`config.mk`:
```
export PLATFORM = sky130hd
export DESIGN_NAME = instr_fetch_unit_flat
export DESIGN_NICKNAME = d
export VERILOG_FILES = /design/src/rtl/instr_fetch_unit_if.sv /design/src/rtl/instr_fetch_unit.sv /design/src/flat_wrapper.sv
export SDC_FILE = /design/constraint.sdc
export NUM_CORES = 1
export LEC_CHECK = 0
export CAP_MARGIN = 5
export CORE_MARGIN = 3
export CORE_UTILIZATION = 40
export DETAILED_ROUTE_END_ITERATION = 7
export GPL_TIMING_DRIVEN = 0
export PLACE_DENSITY = 0.65
export SLEW_MARGIN = 15
export SYNTH_ARGS = -nofsm -noshare
export SYNTH_HDL_FRONTEND = slang
export SYNTH_SLANG_ARGS = --single-unit
```
`constraint.sdc`:
```
create_clock -name clk -period 9.5 [get_ports clk]
set_clock_uncertainty 0.15 [all_clocks]
set_input_delay 1.9 -clock clk [delete_from_list [all_inputs] [get_ports clk]]
set_output_delay 1.9 -clock clk [all_outputs]
set_load 0.01 [all_outputs]
```
`src/rtl/instr_fetch_unit_if.sv`:
```
// Fetch unit bus bundle: imem request/response, redirect input,
// and the instruction handoff toward the decoder.
interface instr_fetch_unit_if;
    logic        imem_req_valid;
    logic        imem_req_ready;
    logic [31:0] imem_req_addr;
    logic        imem_rsp_valid;
    logic [31:0] imem_rsp_data;
    logic        redirect_valid;
    logic [31:0] redirect_pc;
    logic        instr_valid;
    logic        instr_ready;
    logic [31:0] instr_data;
    logic [31:0] instr_pc;

    modport master (
        output imem_req_valid,
        output imem_req_addr,
        output instr_valid,
        output instr_data,
        output instr_pc,
        input  imem_req_ready,
        input  imem_rsp_valid,
        input  imem_rsp_data,
        input  redirect_valid,
        input  redirect_pc,
        input  instr_ready
    );

    modport slave (
        input  imem_req_valid,
        input  imem_req_addr,
        input  instr_valid,
        input  instr_data,
        input  instr_pc,
        output imem_req_ready,
        output imem_rsp_valid,
        output imem_rsp_data,
        output redirect_valid,
        output redirect_pc,
        output instr_ready
    );
endinterface

```
`src/rtl/instr_fetch_unit.sv`:
```
// Instruction fetch: single-outstanding imem requests feeding a
// 2-entry {pc, data} buffer, with redirect flush and response drain.
module instr_fetch_unit #(
    parameter logic [31:0] RESET_PC  = 32'h0000_0000,
    parameter int          BUF_DEPTH = 2
) (
    input  logic               clk,
    input  logic               reset,
    instr_fetch_unit_if.master bus
);
    localparam logic [31:0] NOP  = 32'h0000_0013;
    localparam logic [1:0]  FULL = 2'(BUF_DEPTH);

    typedef enum logic [1:0] {
        S_REQ,
        S_WAIT,
        S_DRAIN
    } state_t;

    state_t      r_state;
    logic [31:0] r_fetch_pc;
    logic [31:0] r_issued_pc;
    logic [31:0] r_buf_pc   [2];
    logic [31:0] r_buf_data [2];
    logic        r_head;
    logic [1:0]  r_count;

    logic w_req_valid;
    logic w_req_fire;
    logic w_instr_valid;
    logic w_push;
    logic w_pop;
    logic w_tail;
    logic w_unused;

    assign w_req_valid   = !reset && (r_state == S_REQ) &&
                           (r_count < FULL) && !bus.redirect_valid;
    assign w_req_fire    = w_req_valid && bus.imem_req_ready;
    assign w_instr_valid = !reset && (r_count != 2'd0);
    assign w_pop         = w_instr_valid && bus.instr_ready;
    assign w_push        = (r_state == S_WAIT) && bus.imem_rsp_valid;
    // a push only happens with count<=1, so tail is head+count mod 2
    assign w_tail        = r_head ^ r_count[0];
    assign w_unused      = &{1'b0, bus.redirect_pc[1:0]};

    assign bus.imem_req_valid = w_req_valid;
    assign bus.imem_req_addr  = {r_fetch_pc[31:2], 2'b00};
    assign bus.instr_valid    = w_instr_valid;
    assign bus.instr_data     = w_instr_valid ? r_buf_data[r_head] : NOP;
    assign bus.instr_pc       = w_instr_valid ? r_buf_pc[r_head] : '0;

    always_ff @(posedge clk) begin
        if (reset) begin
            r_state     <= S_REQ;
            r_fetch_pc  <= RESET_PC;
            r_issued_pc <= RESET_PC;
            r_head      <= 1'b0;
            r_count     <= 2'd0;
        end else if (bus.redirect_valid) begin
            r_fetch_pc <= {bus.redirect_pc[31:2], 2'b00};
            r_head     <= 1'b0;
            r_count    <= 2'd0;
            // an in-flight response must be swallowed before refetching
            unique case (r_state)
                S_WAIT, S_DRAIN:
                    r_state <= bus.imem_rsp_valid ? S_REQ : S_DRAIN;
                default:
                    r_state <= S_REQ;
            endcase
        end else begin
            if (w_push) begin
                r_buf_pc[w_tail]   <= r_issued_pc;
                r_buf_data[w_tail] <= bus.imem_rsp_data;
            end
            if (w_pop) begin
                r_head <= ~r_head;
            end
            r_count <= r_count + {1'b0, w_push} - {1'b0, w_pop};
            unique case (r_state)
                S_REQ: begin
                    if (w_req_fire) begin
                        r_issued_pc <= r_fetch_pc;
                        r_fetch_pc  <= r_fetch_pc + 32'd4;
                        r_state     <= S_WAIT;
                    end
                end
                S_WAIT: begin
                    if (bus.imem_rsp_valid) begin
                        r_state <= S_REQ;
                    end
                end
                S_DRAIN: begin
                    if (bus.imem_rsp_valid) begin
                        r_state <= S_REQ;
                    end
                end
                default: r_state <= S_REQ;
            endcase
        end
    end
endmodule

```
`src/flat_wrapper.sv`:
```
// flat-port wrapper written by rule: the top's interface ports become plain ports
module instr_fetch_unit_flat 
#(
    parameter logic [31:0] RESET_PC  = 32'h0000_0000,
    parameter int          BUF_DEPTH = 2
)
  (clk, reset, bus_imem_req_valid, bus_imem_req_addr, bus_instr_valid, bus_instr_data, bus_instr_pc, bus_imem_req_ready, bus_imem_rsp_valid, bus_imem_rsp_data, bus_redirect_valid, bus_redirect_pc, bus_instr_ready);
  instr_fetch_unit_if bus_i ();
  input  logic clk;
  input  logic reset;
  output wire logic [$bits(bus_i.imem_req_valid)-1:0] bus_imem_req_valid;
  output wire logic [$bits(bus_i.imem_req_addr)-1:0] bus_imem_req_addr;
  output wire logic [$bits(bus_i.instr_valid)-1:0] bus_instr_valid;
  output wire logic [$bits(bus_i.instr_data)-1:0] bus_instr_data;
  output wire logic [$bits(bus_i.instr_pc)-1:0] bus_instr_pc;
  input wire logic [$bits(bus_i.imem_req_ready)-1:0] bus_imem_req_ready;
  input wire logic [$bits(bus_i.imem_rsp_valid)-1:0] bus_imem_rsp_valid;
  input wire logic [$bits(bus_i.imem_rsp_data)-1:0] bus_imem_rsp_data;
  input wire logic [$bits(bus_i.redirect_valid)-1:0] bus_redirect_valid;
  input wire logic [$bits(bus_i.redirect_pc)-1:0] bus_redirect_pc;
  input wire logic [$bits(bus_i.instr_ready)-1:0] bus_instr_ready;
  assign bus_imem_req_valid = bus_i.imem_req_valid;
  assign bus_imem_req_addr = bus_i.imem_req_addr;
  assign bus_instr_valid = bus_i.instr_valid;
  assign bus_instr_data = bus_i.instr_data;
  assign bus_instr_pc = bus_i.instr_pc;
  assign bus_i.imem_req_ready = bus_imem_req_ready;
  assign bus_i.imem_rsp_valid = bus_imem_rsp_valid;
  assign bus_i.imem_rsp_data = bus_imem_rsp_data;
  assign bus_i.redirect_valid = bus_redirect_valid;
  assign bus_i.redirect_pc = bus_redirect_pc;
  assign bus_i.instr_ready = bus_instr_ready;
  instr_fetch_unit #(.RESET_PC(RESET_PC), .BUF_DEPTH(BUF_DEPTH)) u_core (.clk(clk), .reset(reset), .bus(bus_i));
endmodule
```
==> out/results.tsv, run 1 <==
metric	value	unit
status	complete, no violations	
number of buffers created by CTS	17	
share of flip-flops with an asynchronous set or reset	0	%
Routed Antenna Nets	0	
antenna violations before repair	0	
Placed Area	9830	µm²
Die ar.	21200	µm²
number of global-route vias before repair	5592	
Finished Layout Cells	1117	
total wire length	18.5	mm
fin area	10500	µm²
Max VDD drop	0.126	mV
Starting Density	41.2	%
Residual DRC	0	
Top FF cell, synth	edfxtp_1	
Ant. Diodes	0	
number of synthesized flops with an enable pin	124	
Overflow after GRT	0	
synthesis-to-finish area growth	34.1	%
via count	5462	
Rows	50	
IO Pins	168	
routed length on met3	911	µm
switching pwr	0.371	mW
global-route usage over all layers	17.4	%
Final Hold Viols	0	
DR pass1 iterations	4	
part of the cycle the worst path needs	64.6	%
Logic pwr share	6.4	%
Pleak	3.32	nW
clock power share	42.6	%
Core ar.	19000	µm²
CTS Buffer Depth	2	
Crit Path Max Fanout	10	
worst hold path class	reg -> reg	
critical path class	in -> out	
Critical Path RT	7.45	ns
crit path cell chain	buf_2 > or2_1 > clkbuf_1 > clkbuf_1 > clkbuf_1 > nor2_1 > clkdlybuf4s50_1	
Die Span X	146	µm
Vias/cell	4.89	
first-pass GRT wire length	29.5	mm
DP HPWL	13.4	mm
layout cells sized above 1	7.70	%
worst-margin pin slew	0.749	ns
Met2 Wirelength	8.77	mm
slowest stage cell, crit path	clkdlybuf4s50_1	
CTS tree	yes	
wire per inst	16.6	µm
unique cell type count in the Yosys netlist	46	
Iter 0 DRT Violations	219	
Int Pwr	1.41	mW
post-synthesis sequential area ratio	64.6	%
switching share of power	20.9	%
CTS clk-pin slew, worst paths	0.07	ns
root buffer cell	clkbuf_16	
P per Cell Area	169	nW/µm²
H-tree Lvls	4	
Clk Latency, worst-skew pair	0.42	ns
largest net degree at the start of global routing	58	
post-CTS setup buffers	0	
PortBufs	160	
Die Ht	146	µm
post_cts resized	0	
max-cap viol count	0	
Tot Pwr	1.78	mW
Post-CTS Hold Fix Bufs	0	
Slew headroom	50.1	%
Slew Viols, Final	0	
CP Launch Type	input pin	
nets@finish	919	
Yosys reg bits	190	
WP data arrival	4.09	ns
met1 wire length	8.51	mm
CTS Sinks	190	
top routing layer used	met4	
Avg Cell Area, Syn	11.9	µm²
Worst setup EP type	primary output	
Fmax	163	MHz
Tmin final	6.14	ns
post-synthesis cell area	7810	µm²
fill count	1611	
placed insts	1085	
Most common cell on crit path	clkbuf_1	
Cells after Synth	655	
sequential fraction of design power	51.0	%
RSZ-0062 raised after global routing	false	
Ys Warns	0	
Worst path max stage delay	0.50	ns
Final GP Congestion	0.859	
Final Setup Violations	0	
[placed cells by master (no fill, tap or decap), drive strengths merged, types with 2 or more instances in the layout]
cell type      instances
or3                    3
nand4                 12
nand3b                 3
nor3                   8
and4                   4
inv                    9
a211oi                 9
a31oi                  8
mux2                   3
clkinv                 6
a21oi                 42
nor4                   3
xnor2                 18
ha                     5
nand2                 98
mux2i                 64
buf                   25
clkdlybuf4s50        160
o22ai                  4
xor2                   6
or2                    4
o211ai                 3
clkbuf                47
edfxtp               124
and2                   5
nor4b                  2
nand3                  9
bufinv                 3
dfxtp                 66
and3                   8
nor2                  83
o21ai                  3
conb                   4
[registers in the layout (all words and copies together) (netlist names), named ones only]
register,flops
u_core.r_buf_data,64
u_core.r_buf_pc,60
u_core.r_fetch_pc,30
u_core.r_issued_pc,30
u_core.r_count,2
u_core.r_state,2
u_core.r_head,1
[layout make-up]
| class | count | area, µm² | area share (%) |
|---|---|---|---|
| tap | 260 | 325 | 3.10 |
| timing repair buffer | 167 | 1670 | 16.0 |
| multi-input combinational | 417 | 2560 | 24.4 |
| inverter | 7 | 26.3 | 0.251 |
| clock inverter | 11 | 153 | 1.46 |
| sequential | 190 | 5040 | 48.1 |
| buffer | 44 | 204 | 1.95 |
| clock buffer | 21 | 493 | 4.70 |
[worst paths after layout]
check / startpoint / to / slack [ns] / depth (start not counted)
min: u_core.r_issued_pc[14]$_SDFFE_PP0P_ / u_core.r_buf_pc[1][14]$_DFFE_PP_ / 0.30 / 0
max reg2reg: u_core.r_count[1]$_SDFF_PP0_ / u_core.r_count[1]$_SDFF_PP0_ / 6.92 / 11
max: reset / bus_instr_data[23] / 3.36 / 7
min reg2reg: u_core.r_issued_pc[14]$_SDFFE_PP0P_ / u_core.r_buf_pc[1][14]$_DFFE_PP_ / 0.30 / 0
[synthesized netlist by cell type, types with 5 or more instances]
cell | instances | area share (%)
a31oi_1 | 8 | 0.64
nor3_2 | 5 | 0.64
a211oi_1 | 9 | 0.86
buf_1 | 5 | 0.24
mux2i_1 | 64 | 8.2
nor2_1 | 81 | 3.9
and2_1 | 5 | 0.40
nand3_1 | 6 | 0.38
xnor2_1 | 18 | 2.0
nand2_1 | 98 | 4.7
and3_1 | 8 | 0.64
nand4_1 | 11 | 0.88
inv_1 | 7 | 0.34
buf_4 | 9 | 0.86
ha_1 | 5 | 0.80
dfxtp_1 | 66 | 17
edfxtp_1 | 124 | 48
a21oi_1 | 42 | 2.7
xor2_1 | 6 | 0.67
clkbuf_1 | 26 | 1.2
[routing by layer]
metal	vias to the layer above	GRT usage, %
li1	2701	-
met1	2572	23.3
met2	168	28.1
met3	21	3.83
met4	0	6.32
met5	-	0
[logic make-up (layout without fill, tap and decap cells)]
kind of cell               count (synthesis)  after routing  share of synthesized area [%]
muxes                                     67             67                           8.63
other                                      1              4                         0.0480
AOI/OAI and AO/OA                         72             72                           5.33
xor gates and xnor gates                  24             24                           2.69
buffers and inverters                     51            250                           2.95
and+or+nand+nor                          245            245                           15.0
adders and majority gates                  5              5                          0.801
DFF                                      190            190                           64.6
[through the flow]
step / hold slack, ns / util, % / TNS (ns) / setup WS, ns
6_report: 0.299 / 55.3 / 0 / 3.36
5_1_grt: 0.320 / 55.3 / 0 / 3.16
4_1_cts: 0.300 / 55.3 / 0 / 3.28
3_5_place_dp: 0.286 / 51.9 / 0 / 3.29
3_3_place_gp: 0.285 / 51.4 / -32.71 / -0.535
2_1_floorplan: 0.275 / - / 0 / 2.15
[worst max-delay path: cells and delay by family]
kind / cells / cell delay [ns]
simple gates: 2 / 0.28
buf+inv: 5 / 1.90
[power by group through the flow]
| stage | Combinational [mW] | Sequential, mW | Clock (mW) |
|---|---|---|---|
| after floorplan | 0.0446 | 0.922 | 0 |
| after global placement | 0.112 | 0.923 | 0 |
| after detailed placement | 0.114 | 0.923 | 0 |
| after CTS | 0.115 | 0.905 | 0.771 |
| after global routing | 0.124 | 0.907 | 0.801 |
| final | 0.115 | 0.905 | 0.756 |
Power figures use the tool's default switching activity.
==> run 2: changes to the inputs <==
- PLACE_DENSITY: 0.65 -> 0.68
- clock period: 9.5 -> 5.4 ns (I/O delays scaled with it)
==> run 2 against run 1 <==
First-iteration DRC count increased by 32%; sequential power up 76%; critical path depth unchanged; register-to-register slack got worse by 4.1 ns; critical endpoint is now bus_instr_data[22].
==> out/results.tsv, run 2 (same netlist as run 1, synthesis figures left out) <==
metric	value	unit
number of global-route vias before repair	5339	
wire per inst	16.5	µm
Fmax	222	MHz
CTS Sinks	190	
commonest non-fill, non-tap cells in the layout	clkdlybuf4s50_1, edfxtp_1, nand2_1, nor2_1, dfxtp_1	
CP Launch Type	input pin	
met1 wire length	8.57	mm
Die Span X	146	µm
Post-CTS Hold Fix Bufs	0	
largest net degree at the start of global routing	33	
WP data arrival	3.27	ns
RSZ-0062 raised after global routing	false	
P per Cell Area	287	nW/µm²
placed insts	1083	
Critical Path RT	4.17	ns
Met2 Wirelength	8.51	mm
post-route worst setup slack	0.898	ns
root buffer cell	clkbuf_16	
Pleak	3.27	nW
Post-Place Setup Slack	0.777	ns
Final Hold Viols	0	
routed length on met3	1.03	mm
Ant. Diodes	0	
max FFs per register	64	
DP HPWL	13.2	mm
Max VDD drop	0.224	mV
H-tree Lvls	4	
Routed Antenna Nets	0	
Die Ht	146	µm
Final Util	55.0	%
max-cap viol count	0	
Final Setup Violations	0	
part of the cycle the worst path needs	83.4	%
total wire length	18.4	mm
Slew headroom	48.7	%
top flop regs	u_core.r_buf_data x64, u_core.r_buf_pc x60	
most common cell after layout, fill and taps aside	clkdlybuf4s50_1	
layout cells sized above 1	7.49	%
Final GP Congestion	0.813	
Overflow after GRT	0	
CTS clk-pin slew, worst paths	0.07	ns
post_cts resized	0	
IO Pins	168	
post-CTS setup buffers	0	
Finished Layout Cells	1115	
global-route usage over all layers	17.1	%
PortBufs	160	
first-pass GRT wire length	28.7	mm
Tot Pwr	2.99	mW
worst hold path class	reg -> reg	
Residual DRC	0	
Crit Path Max Fanout	10	
Rows	50	
Iter 0 DRT Violations	289	
Die ar.	21200	µm²
Tmin final	4.50	ns
synthesis-to-finish area growth	33.4	%
Core ar.	19000	µm²
Worst setup EP type	primary output	
Clk Latency, worst-skew pair	0.43	ns
via count	5494	
CTS Buffer Depth	2	
status	complete, no violations	
Starting Density	41.2	%
CTS tree	yes	
fill count	1641	
critical path class	in -> out	
top routing layer used	met4	
register with the most flip-flops	u_core.r_buf_data	
number of buffers created by CTS	17	
Vias/cell	4.93	
Slew Viols, Final	0	
nets@finish	917	
worst-margin pin slew	0.769	ns
DR pass1 iterations	4	
antenna violations before repair	0	
==> run 2: cell count changes in the layout (fill, tap and decap cells not counted), sizes merged <==
cell,change
clkbuf,-3
clkinvlp,+3
inv,+3
buf,-2
bufinv,-2
clkinv,-1
==> run 2: cell type report <==
| type | instances | area [µm²] | share of cell area, % |
|---|---|---|---|
| flip-flops and latches | 190 | 5040 | 48.4 |
| well taps | 260 | 325 | 3.12 |
| inverters | 7 | 26.3 | 0.252 |
| repair buffers | 165 | 1690 | 16.3 |
| clock buffers | 18 | 429 | 4.12 |
| clock inverters | 14 | 136 | 1.31 |
| multi-input cells | 417 | 2560 | 24.6 |
| plain buffers | 44 | 204 | 1.96 |
==> run 2: through the flow <==
step	instance area [µm²]	hold WS, ns	setup TNS [ns]
after CTS	10400	0.303	0
final	10400	0.302	0
after global routing	10400	0.314	0
after detailed placement	9860	0.289	0
after global placement	9760	0.283	-65.79
after floorplan	7830	0.275	0
==> run 2: path summary, 6_finish.rpt <==
| check | startpoint | end | slack, ns | depth (start not counted) |
|---|---|---|---|---|
| min reg2reg | u_core.r_issued_pc[25]$_SDFFE_PP0P_ | u_core.r_buf_pc[0][25]$_DFFE_PP_ | 0.30 | 0 |
| min | u_core.r_issued_pc[25]$_SDFFE_PP0P_ | u_core.r_buf_pc[0][25]$_DFFE_PP_ | 0.30 | 0 |
| max | reset | bus_instr_data[22] | 0.90 | 7 |
| max reg2reg | u_core.r_count[1]$_SDFF_PP0_ | u_core.r_count[1]$_SDFF_PP0_ | 2.81 | 11 |
==> run 2: power breakdown <==
part	internal (mW)	leakage [nW]	switching, mW	total (mW)
clock	0.645	0.269	0.553	1.20
combinational	0.108	1.45	0.0935	0.201
sequential	1.56	1.56	0.0285	1.59
total	2.32	3.27	0.675	2.99
==> run 2: layer usage <==
| layer | global-route usage, % | up-vias |
|---|---|---|
| met1 | 23.2 | 2597 |
| met3 | 3.83 | 19 |
| met5 | 0 | - |
| met2 | 27.3 | 181 |
| met4 | 6.03 | 0 |
| li1 | - | 2697 |
==> run 2: worst max-delay path: stages <==
cell             delay (ns)
buf_2                  0.20
or2_1                  0.14
clkbuf_1               0.44
clkbuf_1               0.43
clkbuf_1               0.38
nor2_1                 0.10
clkdlybuf4s50_1        0.49
==> run 3: changes to the inputs <==
- clock period: 5.4 -> 3.9 ns (I/O delays scaled with it)
==> run 3 against run 2 <==
Hold slack improved by 0.0019 ns; via count up 0.31%; register-to-register slack got worse by 1.3 ns; global-route usage is 0.053 points lower; sequential share of layout area up 0.099 points; highest routed layer unchanged.
==> out/results.tsv, run 3 (same netlist as run 1, synthesis figures left out) <==
metric	value	unit
CP Launch Type	flip-flop	
wire per inst	16.4	µm
PortBufs	160	
FF-to-FF End	u_core.r_count[1]$_SDFF_PP0_	
Max VDD drop	0.283	mV
commonest non-fill, non-tap cells in the layout	clkdlybuf4s50_1, edfxtp_1, nand2_1, nor2_1, dfxtp_1	
status	complete, no violations	
worst-margin pin slew	0.815	ns
CTS tree	yes	
Clk Latency, worst-skew pair	0.42	ns
layout cells sized above 1	7.38	%
Final Setup Violations	0	
CTS Sinks	190	
switching share of power	22.1	%
top flop regs	u_core.r_buf_data x64, u_core.r_buf_pc x60	
most common cell after layout, fill and taps aside	clkdlybuf4s50_1	
Overflow after GRT	0	
Tmin final	3.71	ns
Critical R2R Launch	u_core.r_count[1]$_SDFF_PP0_	
DP HPWL	13.3	mm
max FFs per register	64	
Worst Hold Launch	u_core.r_issued_pc[19]$_SDFFE_PP0P_	
r2r setup slk	1.52	ns
number of buffers created by CTS	17	
hold endpoint	u_core.r_buf_pc[0][19]$_DFFE_PP_	
first-pass GRT wire length	28.7	mm
hold depth	0	
slowest stage cell, crit path	buf_1	
Final GP Congestion	0.810	
H-tree Lvls	4	
Die Span X	146	µm
critical path class	reg -> out	
sequential fraction of design power	53.7	%
root buffer cell	clkbuf_16	
CTS clk-pin slew, worst paths	0.07	ns
worst hold margin	0.304	ns
Slew headroom	45.5	%
Worst Reg-to-Reg Cells	10	
nets@finish	916	
Ant. Diodes	0	
max-cap viol count	0	
Pleak	3.27	nW
Tot Pwr	4.10	mW
part of the cycle the worst path needs	95.2	%
synthesis-to-finish area growth	33.2	%
antenna violations before repair	0	
Final Hold Viols	0	
Residual DRC	0	
DR pass1 iterations	5	
CP Buf/Inv Count	3	
crit path cell chain	clkbuf_1 > buf_1 > mux2i_1 > nor2_1 > clkdlybuf4s50_1	
worst hold path class	reg -> reg	
Int Pwr	3.20	mW
Logic pwr share	6.8	%
Worst path max stage delay	0.68	ns
Critical Path RT	2.97	ns
CTS Buffer Depth	2	
switching pwr	0.905	mW
number of global-route vias before repair	5410	
Die Ht	146	µm
largest net degree at the start of global routing	35	
CP top delay family	buffers and inverters	
Rows	50	
RSZ-0062 raised after global routing	false	
Starting Density	41.2	%
Crit Path Max Fanout	10	
via count	5511	
Fmax	269	MHz
Vias/cell	4.95	
Routed Antenna Nets	0	
Post-Place Setup Slack	-0.0954	ns
Iter 0 DRT Violations	362	
Die ar.	21200	µm²
setup TNS	0	ns
Core ar.	19000	µm²
Slew Viols, Final	0	
post-route worst setup slack	0.187	ns
WP data arrival	2.78	ns
Worst setup EP type	primary output	
IO Pins	168	
P per Cell Area	394	nW/µm²
clock power share	39.5	%
register with the most flip-flops	u_core.r_buf_data	
global-route usage over all layers	17.1	%
total wire length	18.3	mm
run 3: cell count changes in the layout (fill, tap and decap cells not counted), sizes merged:
cell      before  now
clkinv         5    6
clkinvlp       3    2
buf           23   22
clkbuf        44   45
inv           12   11
run 3: worst max-delay path by stage:
stage / start / endpoint / slack (ns) / depth (start not counted)
after global routing: flip-flop / bus_instr_data[12] / 0.03 / 5
after detailed placement: reset / bus_instr_data[22] / -0.1 / 7
final: flip-flop / bus_instr_pc[25] / 0.19 / 5
after CTS: reset / bus_instr_data[22] / 0.07 / 6
after global placement: bus_redirect_valid / u_core.r_buf_pc[0][28]$_DFFE_PP_ / -0.80 / 4
after floorplan: reset / u_core.r_buf_data[0][0]$_DFFE_PP_ / 0.53 / 4
run 3: final cells by class:
type / instances / area (µm²)
fillers: 1642 / 8550
flip-flops and latches: 190 / 5040
multi-input cells: 417 / 2560
repair buffers: 165 / 1690
clock buffers: 19 / 433
well taps: 260 / 325
plain buffers: 43 / 201
clock inverters: 13 / 114
inverters: 7 / 26.3
run 3: power by group through the flow:
| stage | Clock, mW | Sequential, mW | Combinational (mW) |
|---|---|---|---|
| finish | 1.62 | 2.20 | 0.277 |
| global route | 1.74 | 2.21 | 0.301 |
| CTS | 1.65 | 2.20 | 0.279 |
| detailed placement | 0 | 2.25 | 0.277 |
| global placement | 0 | 2.25 | 0.272 |
| floorplan | 0 | 2.25 | 0.109 |
run 3: what timing repair did:
action,in CTS,in global routing
resized for setup,0,2
setup buffers,0,0
hold buffers,0,0
setup endpoints to repair,10,6
run 3: stage by stage:
stage               std cells  util (%)  area [µm²]
finish                   1114      54.9       10400
detailed placement       1083      52.0        9860
global route             1114      54.9       10400
CTS                      1114      54.9       10400
global placement         1078      51.5        9760
floorplan                 658         -        7840
run 3: routing by layer:
layer / track usage (%) / share of wire [%]
met1: 22.8 / 45
met4: 5.51 / 1.8
met3: 4.02 / 5.5
met2: 27.6 / 47
met5: 0 / 0
